--- src/rtl/lsu_ctrl.sv ---
// lsu_ctrl: load/store sequencer between EXU and mem with alignment check and WBU response register
module lsu_ctrl #(
   parameter int MEM_LAT = 1
) (
   input  logic        clk,
   input  logic        rst,
   input  logic        in_valid,
   output logic        in_ready,
   input  logic        in_load,
   input  logic        in_store,
   input  logic [2:0]  in_funct3,
   input  logic [31:0] in_addr,
   input  logic [31:0] in_wdata,
   output logic        mem_valid,
   output logic        mem_wen,
   output logic [2:0]  mem_readop,
   output logic [7:0]  mem_wmask,
   output logic [31:0] mem_raddr,
   output logic [31:0] mem_waddr,
   output logic [31:0] mem_wdata,
   input  logic [31:0] mem_rdata,
   output logic        out_valid,
   input  logic        out_ready,
   output logic [31:0] out_rdata,
   output logic        out_misalign
);
   typedef enum logic [1:0] {IDLE, ACCESS, RESP} state_t;
   state_t      state;
   logic        ld_q;
   logic [3:0]  cnt;
   logic        is_ld, is_st, mis;
   logic [3:0]  wm;
   logic [4:0]  sh;
   logic [31:0] wd;
   // decode request: legal op class, alignment fault, byte-lane mask and shifted store data
   always_comb begin
      is_ld = in_load && (in_funct3 inside {3'd0, 3'd1, 3'd2, 3'd4, 3'd5});
      is_st = in_store && in_funct3 < 3'd3;
      mis = (in_funct3[1:0] == 2'd1 && in_addr[0]) || (in_funct3[1:0] == 2'd2 && in_addr[1:0] != 2'd0);
      sh = {in_addr[1:0], 3'b000};
      wm = in_funct3[1:0] == 2'd0 ? 4'b0001 << in_addr[1:0] : in_funct3[1:0] == 2'd1 ? 4'b0011 << in_addr[1:0] : 4'hF;
      wd = in_funct3[1:0] == 2'd0 ? {24'd0, in_wdata[7:0]} << sh : in_funct3[1:0] == 2'd1 ? {16'd0, in_wdata[15:0]} << sh : in_wdata;
   end
   assign in_ready = state == IDLE && !rst;
   // sequencer: accept, drive mem strobes for the access, hold response until WBU takes it
   always_ff @(posedge clk) begin
      if (rst) begin
         state <= IDLE;
         ld_q <= 1'b0;
         cnt <= 4'd0;
         mem_valid <= 1'b0;
         mem_wen <= 1'b0;
         mem_readop <= 3'd0;
         mem_wmask <= 8'd0;
         mem_raddr <= 32'd0;
         mem_waddr <= 32'd0;
         mem_wdata <= 32'd0;
         out_valid <= 1'b0;
         out_rdata <= 32'd0;
         out_misalign <= 1'b0;
      end else begin
         unique case (state)
            IDLE: if (in_valid) begin
               mem_readop <= in_funct3;
               mem_raddr <= in_addr;
               mem_waddr <= in_addr;
               ld_q <= is_ld;
               cnt <= 4'(MEM_LAT - 1);
               out_rdata <= 32'd0;
               out_misalign <= 1'b0;
               if (!(is_ld || is_st)) begin
                  out_valid <= 1'b1;
                  state <= RESP;
               end else if (mis) begin
                  out_misalign <= 1'b1;
                  out_valid <= 1'b1;
                  state <= RESP;
               end else begin
                  mem_valid <= is_ld;
                  mem_wen <= is_st;
                  mem_wmask <= is_st ? {4'd0, wm} : 8'd0;
                  mem_wdata <= is_st ? wd : 32'd0;
                  state <= ACCESS;
               end
            end
            ACCESS: if (!ld_q) begin
               mem_wen <= 1'b0;
               mem_wmask <= 8'd0;
               out_valid <= 1'b1;
               state <= RESP;
            end else if (cnt == 4'd0) begin
               mem_valid <= 1'b0;
               out_rdata <= mem_rdata;
               out_valid <= 1'b1;
               state <= RESP;
            end else begin
               cnt <= cnt - 4'd1;
            end
            RESP: if (out_ready) begin
               out_valid <= 1'b0;
               state <= IDLE;
            end
            default: state <= IDLE;
         endcase
      end
   end
endmodule

--- config.mk ---
export PLATFORM = sky130hd
export DESIGN_NAME = lsu_ctrl
export DESIGN_NICKNAME = d
export VERILOG_FILES = /design/src/rtl/lsu_ctrl.sv
export SDC_FILE = /design/constraint.sdc
export NUM_CORES = 1
export LEC_CHECK = 0
export ABC_AREA = 0
export BUFFER_PORTS_ARGS = -buffer_cell sky130_fd_sc_hd__buf_2
export CORE_UTILIZATION = 45
export DETAILED_ROUTE_END_ITERATION = 8
export HOLD_SLACK_MARGIN = 0.02
export PLACE_DENSITY = 0.79
export SYNTH_ARGS = -nofsm -noshare
export SYNTH_HDL_FRONTEND = slang
export SYNTH_SLANG_ARGS = --single-unit
--- constraint.sdc ---
create_clock -name clk -period 2.9 [get_ports clk]
set_input_delay 0.29 -clock clk [delete_from_list [all_inputs] [get_ports clk]]
set_output_delay 0.29 -clock clk [all_outputs]
set_load 0.005 [all_outputs]
After elaboration in Yosys (flattened, before gate mapping):

Cells that the tools add are included.

* flip-flop bits (word level): 118
* input bits: 105
* output and inout port bits: 144
* logic and storage cells: 107

* $add $sub $neg: 1
* $lt $le $gt $ge: 1
* equality and inequality tests: 18
* shift operators: 4
* mux-type cells: 46
* bitwise logic cells: 1
* reductions and logical operators: 24

Operators by type and width (count)
* 32-bit 2-to-1 mux: 6
* 32-bit case mux with 2 select lines: 1
* 8-bit 2-to-1 mux: 4
* 16-bit by 5-bit left shift with 32-bit output: 1
* 8-bit by 5-bit left shift with 32-bit output: 1
* 4-bit 2-to-1 mux: 6
* 1-bit 2-to-1 mux: 17
* 8-bit case mux with 2 select lines: 1
* 2-bit != test (second input constant): 7
* 2-bit 2-to-1 mux: 6
* 4-bit AND reduction: 3
* 5-bit AND reduction: 2
* 4-bit case mux with 2 select lines: 1
* 3-bit == test (second input constant): 2
* 3-bit != test (second input constant): 2
* 2-bit case mux with 3 select lines: 1
* 6-bit AND reduction: 1
* 1-bit logical AND: 5
* 5-bit nonzero test: 1
* 2-bit by 1-bit == test with 1-bit output (second input constant): 2
* 2-bit == test (second input constant): 2
* 2-bit zero test: 2
* 4-bit zero test: 1
* 1-bit case mux with 2 select lines: 2
* 16 further kinds: 18

Logic depth before layout (Yosys ltp):

* depth in word-level cells: 8
* gate-level depth with buffers: 9
* mapped depth without buffers: 6

Worst setup path after synthesis:

No wires, ideal clock.

* path type: input to register
* start: input port in_addr[0]
* end: register mem_wdata[2]
* library setup time: 60 ps
* arrival: 2132 ps
* data required time: 2840 ps
* slack: 708 ps
* stages on the path: 9
* buffers on the path: 3
* path through: clkbuf_1 clkbuf_1 inv_1 ha_1 or3b_4 o2111a_4 a21oi_4 buf_6 a22o_1

* cells in the longest elaborated chain, start to end: 5
* elaborated cells on any way between the ends: 11

Ends and longest elaborated chain
* from (decl): line 12 `input logic [31:0] in_addr,`
* branches (longest 5 deep; another with 16-bit by 5-bit left shift with 32-bit output)
* to (signal assigned): line 82 `mem_wdata <= is_st ? wd : 32'd0;`
* to (decl): line 20 `output logic [31:0] mem_wdata,`

Parallel ways; which one is timed is not known.
A chain may end at the register's enable or synchronous reset.

Final worst setup path:

* start: register state[1]
* end: register mem_waddr[3]

* cells in the longest elaborated chain, start to end: 2

Ends and longest elaborated chain
* from (decl): line 28 `state_t state;`
* from (signal assigned): line 48 `state <= IDLE;`
* from (signal assigned): line 73 `state <= RESP;`
* from (signal assigned): line 77 `state <= RESP;`
* 2-bit zero test: line 62 `unique case (state)`
* 2-bit AND reduction (no line)
* to (signal assigned): line 66 `mem_waddr <= in_addr;`
* to (decl): line 19 `output logic [31:0] mem_waddr,`

Every way passes these cells.

==> impl_metrics.env <==
export IMPL_grt_start_max_net_pins=51
export IMPL_cts_buffers_inserted=17
export IMPL_slew_headroom=0.3186
export IMPL_start_util=0.4679
export IMPL_yosys_area_share_simple=0.1460
export IMPL_cts_buffer_depth=2
export IMPL_finalSetupViolCount=0
export IMPL_reg2reg_depth=5
export IMPL_drv_slew=0
export IMPL_rr_endpoint="mem_waddr[3]"
export IMPL_clk_latency_ns=0.51
export IMPL_rrSetupSlack_ns=0.93
export IMPL_synth_xor_area_frac=0
export IMPL_cts_tree="built"
export IMPL_first_global_vias=4544
export IMPL_drive_gt1_frac=0.3665
export IMPL_syn_area_um2=4852
export IMPL_cts_resized=0
export IMPL_dieHeight_um=105.8
export IMPL_rows=37
export IMPL_die_x_um=105.8
export IMPL_clkSlewWorstSetupHoldPaths_ns=0.05
export IMPL_yosys_area_share_adder=0.01547
export IMPL_cp_endpoint="mem_waddr[3]"
export IMPL_seq_area_frac_synth=0.4703
export IMPL_clock_skew_ns=0.01345
export IMPL_power_density_nw_per_um2=603.7
export IMPL_period_share=0.6802
export IMPL_routed_wl_um=14050
export IMPL_finish_instance_area_um2=7056
export IMPL_final_cell_mix="buf_2 (244), dfxtp_1 (114), nand2_1 (95), dlygate4sd3_1 (59), a22o_1 (56)"
export IMPL_n_fill_cell=819
export IMPL_hold_class="input port to flop"
export IMPL_drv_cap=0
export IMPL_track_usage=0.2480
export IMPL_synth_edff_count=0
export IMPL_seq_area_um2=2282
export IMPL_timing_rr_start="state[1]"
export IMPL_stdcell_count=930
export IMPL_hold_violations=0
export IMPL_dp_slack_ns=0.6304
export IMPL_cts_root_buf="clkbuf_8"
export IMPL_layout_nets=894
export IMPL_synthDistinctLibCells=49
export IMPL_ys_ff_latch=114
export IMPL_cts_setup_buffers=0
export IMPL_coreArea_um2=10370
export IMPL_crit_required_ns=3.32
export IMPL_cts_sinks=114
export IMPL_vias=4887
export IMPL_dp_cells=841
export IMPL_firstDrtPassIters=6
export IMPL_ir_drop_uv=277.7
export IMPL_async_flop_share=0
export IMPL_setup_slack_ns=0.9273
export IMPL_outcome="finished clean"
export IMPL_min_period_ns=1.973
export IMPL_rsz0062_at_grt="no"
export IMPL_grt_pass1_wl_um=22160
export IMPL_crit_type="flop to flop"
export IMPL_max_freq_mhz=506.9
export IMPL_multi_input_area_um2=2115
export IMPL_path_max_fanout=25
export IMPL_antenna_cells=0
export IMPL_synthMuxAreaShare=0.004126
export IMPL_p_leak_nw=3.370
export IMPL_worstMarginPinSlew_ns=1.020
export IMPL_synth_compound_area_frac=0.2641
export IMPL_drt_initial_drc_count=288
export IMPL_dp_hpwl_um=9076
export IMPL_die_area_um2=11200
export IMPL_grt_overflow_total=0
export IMPL_yosysWarnings=0
export IMPL_cts_htree_levels=4
export IMPL_final_antenna_net_count=0
export IMPL_crit_start="state[1]"
export IMPL_setup_tns_ns=0
export IMPL_pin_count=249
export IMPL_synthCells=524
export IMPL_wire_per_inst_um=15.11
export IMPL_synth_top_family_by_area="compound AO/OA/AOI/OAI gates"
export IMPL_drc=0
export IMPL_end_kind="flop"
export IMPL_ys_flop_type="dfxtp_1"
export IMPL_gp_congestion=0.8675
export IMPL_crit_arrival_ns=2.39
export IMPL_io_buffers=244
export IMPL_crit_path_start_kind="flop"
export IMPL_hold_buffers=59
export IMPL_synthToLayoutAreaGrowth_pct=45.41
export IMPL_avgSynthCellArea_um2=9.260
export IMPL_placed_cell_area_um2=5871
export IMPL_antenna_found_initial=0
export IMPL_final_common_cell="buf_2"
export IMPL_via_per_inst=5.255
[sequential cells by signal (all words and copies together), names as in the netlist]
name and count:
mem_waddr 32, mem_wen 1, cnt 4, mem_readop 3, ld_q 1, mem_wdata 32, mem_wmask 4, out_misalign 1
out_valid 1, mem_valid 1, out_rdata 32, state 2
[synthesized netlist by cell type, types with 2 or more instances]
master / instances / share of area
clkbuf_1: 15 / 0.012
nor3b_1: 7 / 0.011
inv_1: 6 / 0.0046
mux2i_1: 2 / 0.0041
nor2_1: 15 / 0.012
a21oi_1: 39 / 0.040
a211oi_1: 5 / 0.0077
ha_1: 6 / 0.015
dfxtp_1: 114 / 0.47
a221oi_1: 5 / 0.0090
buf_1: 3 / 0.0023
a22o_1: 56 / 0.10
a22oi_1: 17 / 0.026
buf_4: 37 / 0.057
nand2b_1: 5 / 0.0064
a221o_1: 3 / 0.0062
buf_2: 16 / 0.017
a32o_1: 3 / 0.0062
nor2b_1: 6 / 0.0077
and2_1: 2 / 0.0026
or3_1: 4 / 0.0052
nand2_1: 95 / 0.073
nand3_1: 4 / 0.0041
buf_6: 3 / 0.0070
o2bb2ai_1: 9 / 0.016
o21ai_0: 20 / 0.021
nor3_1: 4 / 0.0041
nand4_1: 2 / 0.0026
[metrics by stage]
| step | hold WS [ns] | power, W | util |
|---|---|---|---|
| after global routing | 0.02246 | 0.004418 | 0.6804 |
| after CTS | 0.02038 | 0.004289 | 0.6804 |
| after floorplan | 0.4155 | 0.001969 | - |
| after global placement | 0.4379 | 0.002119 | 0.5661 |
| after detailed placement | 0.4360 | 0.002132 | 0.5661 |
| final | 0.03975 | 0.004260 | 0.6804 |
[power breakdown]
part | internal [W] | total [W] | switching, W
Clock | 0.00140 | 0.00209 | 0.000691
Sequential | 0.00162 | 0.00166 | 0.0000419
Combinational | 0.000244 | 0.000509 | 0.000265
Total | 0.00326 | 0.00426 | 0.000998
[worst min-delay path by stage]
stage | to | cells after the start | slack [ns] | from
final | out_rdata[0] | 2 | 0.04 | mem_rdata[0]
after global routing | out_rdata[0] | 2 | 0.02 | mem_rdata[0]
after CTS | out_rdata[0] | 2 | 0.02 | mem_rdata[0]
after detailed placement | mem_wen | 1 | 0.44 | mem_wen
after global placement | mem_wen | 1 | 0.44 | mem_wen
after floorplan | mem_wdata[2] | 1 | 0.42 | in_wdata[2]
[critical path: stages, from the launching register on]
cell and delay (ns):
dfxtp_1 0.72, nor2_1 0.14, nand2_1 0.43, buf_4 0.36, nand2_1 0.09, a21oi_1 0.15
[kinds of logic after synthesis]
kind of cell,Yosys count
muxes,2
DFF,114
and+or+nand+nor,151
other,1
AOI/OAI and AO/OA,170
buffers and inverters,80
adders and majority gates,6
[layout make-up]
cell class / instances / area share
sequential: 114 / 0.3235
timing repair buffer: 311 / 0.2653
inverter: 6 / 0.003192
clock inverter: 11 / 0.02305
clock buffer: 19 / 0.06118
tap: 136 / 0.02412
multi-input combinational: 333 / 0.2997
[routing by layer]
layer | track usage | up-vias | share of wire
met5 | 0 | - | 0
met4 | 0.09425 | 0 | 0.021
met3 | 0.05257 | 26 | 0.058
met2 | 0.4393 | 222 | 0.51
met1 | 0.2920 | 2279 | 0.42
li1 | - | 2360 | -
Note: power is estimated with default switching activity, not from simulation.
